$ cat config.mk
export PLATFORM = sky130hd
export DESIGN_NAME = operand_sequencer_top
export DESIGN_NICKNAME = d
export VERILOG_FILES = /design/src/rtl/alu_pkg.sv /design/src/rtl/productor_top.sv /design/src/rtl/operand_sequencer_top.sv
export SDC_FILE = /design/constraint.sdc
export NUM_CORES = 1
export LEC_CHECK = 0
export BUFFER_PORTS_ARGS = -buffer_cell sky130_fd_sc_hd__buf_2
export CAP_MARGIN = 10
export CORE_MARGIN = 2
export CORE_UTILIZATION = 42
export CTS_CLUSTER_DIAMETER = 80
export DETAILED_ROUTE_END_ITERATION = 10
export GPL_TIMING_DRIVEN = 0
export SLEW_MARGIN = 5
export SYNTH_ARGS = -nofsm -noshare
export SYNTH_HDL_FRONTEND = slang
export SYNTH_HIERARCHICAL = 1
export SYNTH_SLANG_ARGS = --single-unit
export TNS_END_PERCENT = 5
$ cat constraint.sdc
create_clock -name clk_i -period 5.1 [get_ports clk_i]
set_clock_uncertainty 0.1 [all_clocks]
set_input_delay 0.255 -clock clk_i [delete_from_list [all_inputs] [get_ports clk_i]]
set_output_delay 0.255 -clock clk_i [all_outputs]
set_load 0.05 [all_outputs]
$ cat src/rtl/alu_pkg.sv
// alu_pkg: shared widths, FSM state encodings and default timeout for the ALU multiply front end
package alu_pkg;
  localparam int DATA_W = 8;
  localparam int TIMEOUT_DEF = 255;
  typedef enum logic [1:0] {
    S_IDLE   = 2'd0,
    S_WAIT_B = 2'd1,
    S_EXEC   = 2'd2,
    S_OUT    = 2'd3
  } state_t;
endpackage

$ cat src/rtl/productor_top.sv
// productor_top: combinational unsigned multiply truncated to DATA_W bits
module productor_top
  import alu_pkg::*;
(
  input  logic [DATA_W-1:0] data0_i,
  input  logic [DATA_W-1:0] data1_i,
  output logic [DATA_W-1:0] result_o
);
  assign result_o = data0_i * data1_i;
endmodule

$ cat src/rtl/operand_sequencer_top.sv
// operand_sequencer_top: collects A then B bytes, multiplies them and offers the registered product
module operand_sequencer_top
  import alu_pkg::*;
#(
  parameter int TIMEOUT = TIMEOUT_DEF
) (
  input  logic              clk_i,
  input  logic              rst_ni,
  input  logic              in_valid_i,
  output logic              in_ready_o,
  input  logic [DATA_W-1:0] in_data_i,
  output logic              out_valid_o,
  input  logic              out_ready_i,
  output logic [DATA_W-1:0] out_data_o,
  output logic [7:0]        op_count_o,
  output logic              err_timeout_o
);
  state_t state, state_n;
  logic [7:0] timer;
  logic [DATA_W-1:0] a_q, b_q, result;
  logic in_hs, out_hs, timeout_hit;
  assign in_ready_o  = (state == S_IDLE) || (state == S_WAIT_B);
  assign out_valid_o = (state == S_OUT);
  assign in_hs       = in_valid_i && in_ready_o;
  assign out_hs      = out_valid_o && out_ready_i;
  // a B handshake on the expiry cycle takes priority over the timeout
  assign timeout_hit = (state == S_WAIT_B) && !in_hs && (timer == 8'(TIMEOUT - 1));
  productor_top u_productor (
    .data0_i (a_q),
    .data1_i (b_q),
    .result_o(result)
  );
  always_comb begin
    state_n = state;
    state_n = (state == S_IDLE && in_hs)   ? S_WAIT_B :
              (state == S_WAIT_B && in_hs) ? S_EXEC   :
              timeout_hit                  ? S_IDLE   :
              (state == S_EXEC)            ? S_OUT    :
              (state == S_OUT && out_hs)   ? S_IDLE   : state;
  end
  always_ff @(posedge clk_i) begin
    if (!rst_ni) begin
      state         <= S_IDLE;
      timer         <= '0;
      a_q           <= '0;
      b_q           <= '0;
      out_data_o    <= '0;
      op_count_o    <= '0;
      err_timeout_o <= 1'b0;
    end else begin
      state         <= state_n;
      timer         <= (state == S_WAIT_B) ? timer + 8'd1 : 8'd0;
      a_q           <= (state == S_IDLE && in_hs) ? in_data_i : a_q;
      b_q           <= (state == S_WAIT_B && in_hs) ? in_data_i : b_q;
      out_data_o    <= (state == S_EXEC) ? result : out_data_o;
      op_count_o    <= op_count_o + 8'(out_hs);
      err_timeout_o <= timeout_hit;
    end
  end
endmodule

# After elaboration in Yosys (flattened, before gate mapping)
# Cells that the tools add are included.
word_totals:
  output_inout_bits: 19
  elab_cells: 35
  register_bits: 43
  latchBits: 0
  mem_bits_ro: 0
  mem_bits_rw: 0
  in_bits: 12
  memories: 0
op_classes:
  eq_ne: 4
  multipliers: 1
  n_addsub: 2
  magnitude_cmp: 0
  n_shift: 0
  div: 0
  n_bitwise: 1
  reduce_logical: 14
  mux: 5
op_table:
  columns: ["operator", "count"]
  rows:
  - ["8-bit by 1-bit adder with 8-bit output", 1]
  - ["8-bit by 1-bit adder with 8-bit output, second input constant", 1]
  - ["8-bit equality test, second input constant", 1]
  - ["8-bit by 8-bit multiplier with 8-bit output", 1]
  - ["2-bit two-way mux", 4]
  - ["1-bit logical AND", 7]
  - ["5-bit nonzero test", 1]
  - ["2-bit equality test, second input constant", 2]
  - ["4-bit nonzero test", 1]
  - ["2-bit by 1-bit equality test with 1-bit output, second input constant", 1]
  - ["2-bit logical NOT", 1]
  - ["2-bit AND reduction", 1]
  - ["2-bit OR reduction", 1]
  - ["1-bit logical NOT", 1]
  - ["1-bit logical OR", 1]
  - ["1-bit two-way mux", 1]
  - ["1-bit inverter", 1]

# Depth between registers and ports, before layout
# Gate-level depths: netlist (run 1).
depth:
  ltp_word: 9
  ltp_mapped: 16
  mapped_depth_nobuf: 16

# Modules after synthesis
# The synthesis (run 1) kept the hierarchy.
by_module_without_submodules:
  columns: ["mod", "cells_per_inst", "instances", "area_per_inst_um2", "seq_area_each_um2"]
  rows:
  - ["operand_sequencer_top", 170, 1, 1654.1, 860.8]
  - ["productor_top", 102, 1, 887.1, 0.0]

# Least setup slack after synthesis (run 1)
# No wires, ideal clock.
synth_path:
  path_type: "register -> register"
  from: "register a_q[0]"
  to: "register out_data_o[7]"
  required_time_ns: 4.872
  synth_period_minus_slack_ns: 3.805
  setup_time_ns: 0.128
  path_buffers: 0
  path_slack_ns: 1.295
  t_arrival_ns: 3.577
  stages_incl_launch_ff: 15
  path_cell_list: "dfxtp_1 and2_1 ha_1 inv_1 fa_1 inv_1 ha_1 fa_1 fa_1 a21o_1 a21oi_1 xnor3_1 xnor3_1 mux2i_1 nor2_1"
synth_between:
  elab_chain_len: 1
synth_rtl:
  columns: ["element", "line", "source"]
  rows:
  - ["start: declaration", "operand_sequencer_top.sv:20", "logic [DATA_W-1:0] a_q, b_q, result;"]
  - ["start signal: assignment", "operand_sequencer_top.sv:53", "a_q <= (state == S_IDLE && in_hs) ? in_data_i : a_q;"]
  - ["8-bit by 8-bit multiplier with 8-bit output", "productor_top.sv:9", "assign result_o = data0_i * data1_i;"]
  - ["named net result[7]", "operand_sequencer_top.sv:20", null]
  - ["end signal: assignment", "operand_sequencer_top.sv:55", "out_data_o <= (state == S_EXEC) ? result : out_data_o;"]
  - ["end: declaration", "operand_sequencer_top.sv:14", "output logic [DATA_W-1:0] out_data_o,"]
# The timed path passes the listed nets, and every way through them passes these cells.
# A chain may end at the register's enable or synchronous reset.

# Final worst setup path (run 1)
# Ends and elaborated chain as after synthesis.

==> results of run 1 <==
[worst paths after layout]
path,from,to,cells after the start
min,in_data_i[1],a_q[1]$_SDFFE_PN0P_,3
min reg2reg,timer[0]$_SDFF_PN0_,timer[0]$_SDFF_PN0_,1
max,a_q[0]$_SDFFE_PN0P_,out_data_o[7]$_SDFFE_PN0P_,15
max reg2reg,a_q[0]$_SDFFE_PN0P_,out_data_o[7]$_SDFFE_PN0P_,15
[sequential cells by signal (all words and copies together) (netlist names)]
register	count
state	2
b_q	8
timer	8
a_q	8
err_timeout_o	1
out_data_o	8
op_count_o	8
[placed cells by master, fill, tap and decap left out, types with 2 or more instances in the layout]
master and n:
dfxtp_1 43, xnor3_1 2, xor2_1 6, nor2_1 33, nand4_1 2, ha_1 20, a21oi_1 9, mux2i_1 24
fa_1 12, nand3_1 7, and2_2 5, nor3_1 2, buf_2 33, and2_1 16, xnor2_1 11, inv_1 23
a21o_1 2, nand2_1 24, or3_1 7, clkbuf_1 3, o21ai_0 6, clkbuf_8 5
[Yosys cell counts, drive strengths merged]
library cell  instances
dfxtp                43
nor2                 33
nand2                25
mux2i                24
inv                  23
and2                 21
ha                   20
fa                   12
xnor2                12
a21oi                 9
nand3                 7
or3                   7
o21ai                 6
xor2                  6
buf                   5
a21o                  2
clkbuf                2
nand2b                2
nand4                 2
nor3                  2
xnor3                 2
a31o                  1
and3                  1
nand3b                1
nor2b                 1
nor3b                 1
o22ai                 1
or4                   1
[layout make-up]
| cell class | count | area (sq um) | share of cell area |
|---|---|---|---|
| buffer | 7 | 33.78 | 0.01170 |
| clock inverter | 1 | 30.03 | 0.01040 |
| multi-input combinational | 199 | 1560 | 0.5403 |
| timing repair buffer | 30 | 150.1 | 0.05199 |
| tap | 75 | 93.84 | 0.03250 |
| clock buffer | 6 | 72.57 | 0.02513 |
| inverter | 23 | 86.33 | 0.02990 |
| sequential | 43 | 860.8 | 0.2981 |
[power by group through the flow]
| stage | Clock (mW) | Sequential (mW) | Combinational (mW) |
|---|---|---|---|
| 3_5_place_dp | 0 | 0.372 | 0.0816 |
| 5_1_grt | 0.275 | 0.367 | 0.0902 |
| 3_3_place_gp | 0 | 0.371 | 0.0803 |
| 2_1_floorplan | 0 | 0.367 | 0.0607 |
| 6_report | 0.252 | 0.364 | 0.0802 |
| 4_1_cts | 0.260 | 0.364 | 0.0818 |
[routing by layer]
metal	routed length, um	up-vias	global-route usage
met5	0	-	0
met4	74	0	0.06167
met3	136	9	0.03407
met2	2308	20	0.2789
met1	2310	881	0.1980
li1	-	958	-
[worst reg2reg max path: cells and delay by family, from the launching register on]
family,cells,cell delay [ns]
fa+ha+maj,5,1.98
flops,1,0.50
xor+xnor,2,0.61
mux,1,0.14
buf+inv,3,0.19
simple gates,2,0.19
compound gates,2,0.39
[metrics by stage]
step	total power, mW	cells	utilization	worst slack, ns
global placement	0.4516	377	0.4732	0.9315
CTS	0.7055	384	0.4906	0.8548
detailed placement	0.4535	377	0.4732	0.8622
finish	0.6959	384	0.4906	0.8974
global route	0.7322	384	0.4906	0.6564
floorplan	0.4279	272	-	1.295
[cell families (layout without fill, tap and decap cells)]
family,count (synthesis),count (layout),share of synthesized area
simple gates,104,104,0.2024
flops,43,43,0.3388
fa+ha+maj,32,32,0.1930
buf+inv,30,67,0.04727
mux,24,24,0.09453
xor+xnor,20,20,0.08272
compound gates,19,19,0.04136
==> impl_summary.txt, run 1 <==
----------------------------------------------------
[Global route]
  Number of global-route vias before repair ... 1876
  Overall Global Routing Usage ... 0.1621
  Maximum number of pins on one net before global-route repair ... 13
  Wire length of the first global-routing pass ... 8.280 mm
  Antenna violations before repair ... 0
  Grt ovf ... 0

[CTS]
  Clock transition at the registers of the reported paths ... 0.08 ns
  H-tree level count ... 2
  Clock insertion delay at the later pin of the skew report ... 0.29 ns
  CTS tree ... built
  Number of buffers inserted during clock tree synthesis ... 5
  Number of sinks on the clock net ... 43
  Largest buffer count on any clock path ... 2
  CTS Root Cell ... clkbuf_8
  Post-CTS setup buffers ... 0
  Number of buffers inserted for hold repair after clock tree synthesis ... 0
  Gates resized, CTS repair ... 0

[STA]
  Max-Slew Margin vs Limit ... 0.6626
  Number of failing hold endpoints at the final stage ... 0
  Setup violations, final ... 0
  Unrepaired setup endpoints after global routing ... no
  Final min period ... 4.203 ns
  Count of pins over their slew limit ... 0
  Worst Tran Pin Value ... 0.5062 ns
  Post-Route Setup TNS ... 0 ns
  Final Hold Slack ... 0.1187 ns
  Final critical-path share of the clock period ... 0.8240
  Max Freq ... 237.9 MHz

[Final layout]
  Cell area after layout ... 2888 sq um
  Share of final-layout standard cells stronger than drive strength 1 ... 0.1553
  Fillers ... 587
  Antenna cells ... 0
  Final layout net count ... 353
  Synthesis-to-layout area growth ... 13.64%

[Floorplan]
  # rows ... 28
  Effective utilization at floorplan ... 0.4318
  Die Span Y ... 81.79 um
  Core box area ... 5886 sq um
  Total die area ... 6689 sq um
  Floorplan die width ... 81.79 um
  Num ports ... 31

[Drt]
  Number of DRC markers in iteration 0 ... 45
  First-pass iteration count of the detailed router ... 4
  Vias per Instance ... 4.865
  Count of antenna-violating nets left after detailed routing ... 0
  Total wire length ... 4.829 mm
  Detailed-route wire length per cell ... 12.58 um
  Final routed DRC violation total ... 0
  Vias after detailed routing ... 1868

[Place]
  Final estimated routing congestion in global placement ... 0.7750
  Half-perimeter wire length after detailed placement ... 3.799 mm
  Cell area reported after detailed placement ... 2785 sq um
  Count of input and output buffers ... 30

[Flow run]
  Reported max-cap violation count ... 0

[Critical path]
  Type of the worst setup path ... flop to flop
  Slowest cell on crit path ... fa_1
  Slack of the worst reg-to-reg path ... 0.90 ns
  Highest cell delay on the worst timing path ... 0.53 ns
  Maximum net fanout on the critical path ... 9
  Startpoint Class ... flop
  Top delay family on crit path ... adder cells
  Worst Path Arrival ... 4.28 ns
  Data required, critical path ... 5.17 ns
  Ordered list of cells on the worst path ... nand2_1 -> fa_1 -> inv_1 -> fa_1 -> ha_1 -> inv_1 -> fa_1 -> inv_1 -> ha_1 -> a21o_1 -> a21oi_1 -> xnor3_1 -> xnor3_1 -> mux2i_1 -> nor2_1
  Buffers and inverters on the worst path ... 3
  Type of element capturing the critical path ... flop

[Power]
  Part of the total power dissipated in combinational logic ... 0.115
  Power per Cell Area ... 241.0 nW/um^2
  Sequential share of power ... 0.523
  Switching power ... 169.2 uW
  Pint ... 526.7 uW
  P_leak ... 1.358 nW
  Net switching share of the total power ... 0.2431
  Relative contribution of the clock network to total power ... 0.362
  Worst IR Drop VDD ... 0.1742 mV

[Yosys]
  Biggest area consumer among synthesized cells ... dfxtp_1
  Count of cell types in the netlist ... 34
  Sequential-to-total area share from yosys stat ... 0.3387
  Post-synthesis cell count ... 272
  Number of register bits inferred by synthesis ... 43
  Fraction of synthesized cell area taken by the top area cell type ... 0.3387
  Mapped Avg Cell Area ... 9.343 sq um
  Post-Syn Area ... 2541 sq um
  Top cells by area in the synthesized netlist ... dfxtp_1 34%, ha_1 9.8%, fa_1 9.5%
  Synthesis Warnings ... 6
  Nets in the synthesized netlist ... 316

[Outcome]
  Result of the run ... finished, final reports clean

[Hold path]
  Type of the tightest min-delay check ... input port to flop

----------------------------------------------------
No activity file was read; power rests on OpenSTA's default activity.
==> run 2: changes to the inputs <==
clock period = 4.2 ns   (was 5.1 ns; I/O delays follow)
==> run 2 against run 1 <==
  * Final area rose by 1.0%
  * Cell count did not move
  * Sequential power rose by 21%
  * Fmax rose by 5.6%
  * Highest routed layer unchanged
  * Largest cell class unchanged
  * Via count fell by 0.16%
==> impl_summary.txt, run 2 (synthesis gave the netlist of run 1 again) <==
----------------------------------------------------
[STA]
  Max Freq ... 251.3 MHz
  Final min period ... 3.979 ns
  Count of pins over their slew limit ... 0
  Final critical-path share of the clock period ... 0.9473
  Worst Tran Pin Value ... 0.5059 ns
  Unrepaired setup endpoints after global routing ... no
  Max-Slew Margin vs Limit ... 0.6627
  Post-Route Setup TNS ... 0 ns
  Setup violations, final ... 0
  Number of failing hold endpoints at the final stage ... 0

[Critical path]
  R2R depth ... 13
  Maximum net fanout on the critical path ... 8
  Worst Path Arrival ... 4.05 ns
  Type of the worst setup path ... flop to flop
  Slack of the worst reg-to-reg path ... 0.22 ns
  Beginning of the critical path ... a_q[1]$_SDFFE_PN0P_
  Type of element capturing the critical path ... flop
  Data required, critical path ... 4.27 ns
  Startpoint Class ... flop
  Worst R2R End ... out_data_o[7]$_SDFFE_PN0P_
  Reg-to-reg critical path startpoint ... a_q[1]$_SDFFE_PN0P_

[Place]
  Count of placed standard cells including taps ... 377
  Count of input and output buffers ... 30
  Final estimated routing congestion in global placement ... 0.7750
  Half-perimeter wire length after detailed placement ... 3.799 mm
  Cell area reported after detailed placement ... 2785 sq um

[Final layout]
  Antenna cells ... 0
  Most common library cell in the layout ignoring fill and taps ... dfxtp_1
  Most frequent cells in the layout ... 36 x dfxtp_1, 33 x buf_2, 33 x nor2_1
  Final layout net count ... 353
  Share of final-layout standard cells stronger than drive strength 1 ... 0.1845
  Synthesis-to-layout area growth ... 14.82%
  Final non-filler cell total ... 384
  Cell area after layout ... 2918 sq um

[Power]
  Power per Cell Area ... 290.4 nW/um^2
  P_leak ... 1.360 nW
  Worst IR Drop VDD ... 0.2114 mV

[CTS]
  Number of sinks on the clock net ... 43
  CTS Root Cell ... clkbuf_8
  Largest buffer count on any clock path ... 2
  Clock transition at the registers of the reported paths ... 0.08 ns
  Clock insertion delay at the later pin of the skew report ... 0.29 ns
  Number of buffers inserted for hold repair after clock tree synthesis ... 0
  CTS tree ... built
  H-tree level count ... 2
  Number of buffers inserted during clock tree synthesis ... 5

[Floorplan]
  Floorplan die width ... 81.79 um
  Die Span Y ... 81.79 um
  Num ports ... 31
  # rows ... 28
  Total die area ... 6689 sq um
  Effective utilization at floorplan ... 0.4318
  Core box area ... 5886 sq um

[Outcome]
  Result of the run ... finished, final reports clean

[Drt]
  Final routed DRC violation total ... 0
  Detailed-route wire length per cell ... 12.55 um
  Number of DRC markers in iteration 0 ... 42
  Total wire length ... 4.818 mm
  Count of antenna-violating nets left after detailed routing ... 0
  First-pass iteration count of the detailed router ... 4
  Vias after detailed routing ... 1865
  Vias per Instance ... 4.857

[Global route]
  Grt ovf ... 0
  Wire length of the first global-routing pass ... 8.280 mm
  Maximum number of pins on one net before global-route repair ... 13
  Overall Global Routing Usage ... 0.1621
  Antenna violations before repair ... 0
  Number of global-route vias before repair ... 1876

[Hold path]
  Worst Hold Path EP ... a_q[1]$_SDFFE_PN0P_
  Hold-critical path depth ... 3
  Type of the tightest min-delay check ... input port to flop
  Start point of the worst hold path ... in_data_i[1]

[Flow run]
  Reported max-cap violation count ... 0

----------------------------------------------------
==> run 2: per-stage QoR <==
step / hold slack [ns] / setup WS [ns] / power [mW] / utilization
floorplan: 0.2317 / 0.3954 / 0.5195 / -
global placement: 0.3438 / 0.03154 / 0.5484 / 0.4732
detailed placement: 0.3505 / -0.03777 / 0.5507 / 0.4732
CTS: 0.06655 / 0.03228 / 0.8569 / 0.4909
global route: 0.07355 / 0.01859 / 0.8914 / 0.4957
finish: 0.07174 / 0.2212 / 0.8474 / 0.4957
==> run 2: what timing repair did <==
action | in CTS | in global routing
gates cloned | 0 | 0
pin swaps | 0 | 3
resized for setup | 1 | 10
setup endpoints to repair | 1 | 1
setup buffers | 0 | 0
endpoints found under the hold margin | 0 | 0
==> run 2: metal layers <==
metal | global-route usage | vias up | wire length, um
li1 | - | 959 | -
met1 | 0.1980 | 881 | 2320
met2 | 0.2789 | 18 | 2311
met3 | 0.03407 | 7 | 128
met4 | 0.06167 | 0 | 58
met5 | 0 | - | 0
==> run 2: cell type report <==
type / instances / area [sq um]
buffer: 7 / 33.78
clock buffer: 6 / 72.57
clock inverter: 1 / 30.03
fill: 586 / 2968
inverter: 23 / 86.33
multi-input combinational: 199 / 1577
sequential: 43 / 874.6
tap: 75 / 93.84
timing repair buffer: 30 / 150.1
==> run 2: where the power goes <==
part | internal (mW) | switching (mW) | leakage, nW
Combinational | 0.0438 | 0.0549 | 0.956
Sequential | 0.423 | 0.0195 | 0.352
Clock | 0.174 | 0.132 | 0.0513
==> run 2: worst max-delay path by stage <==
stage	slack, ns	endpoint	cells after the start
after floorplan	0.40	out_data_o[7]$_SDFFE_PN0P_	14
after global placement	0.03	out_data_o[7]$_SDFFE_PN0P_	15
after detailed placement	-0.04	out_data_o[7]$_SDFFE_PN0P_	15
after CTS	0.03	out_data_o[7]$_SDFFE_PN0P_	14
after global routing	0.02	out_data_o[7]$_SDFFE_PN0P_	15
final	0.22	out_data_o[7]$_SDFFE_PN0P_	13
==> run 2: worst max-delay path, stage by stage (launching register included) <==
cell	delay [ns]
dfxtp_4	0.37
and2_1	0.16
fa_1	0.43
inv_1	0.08
fa_1	0.43
fa_1	0.50
fa_1	0.54
inv_1	0.06
ha_4	0.25
a21oi_2	0.16
xnor3_1	0.22
xnor3_1	0.37
mux2i_1	0.14
nor2_1	0.05
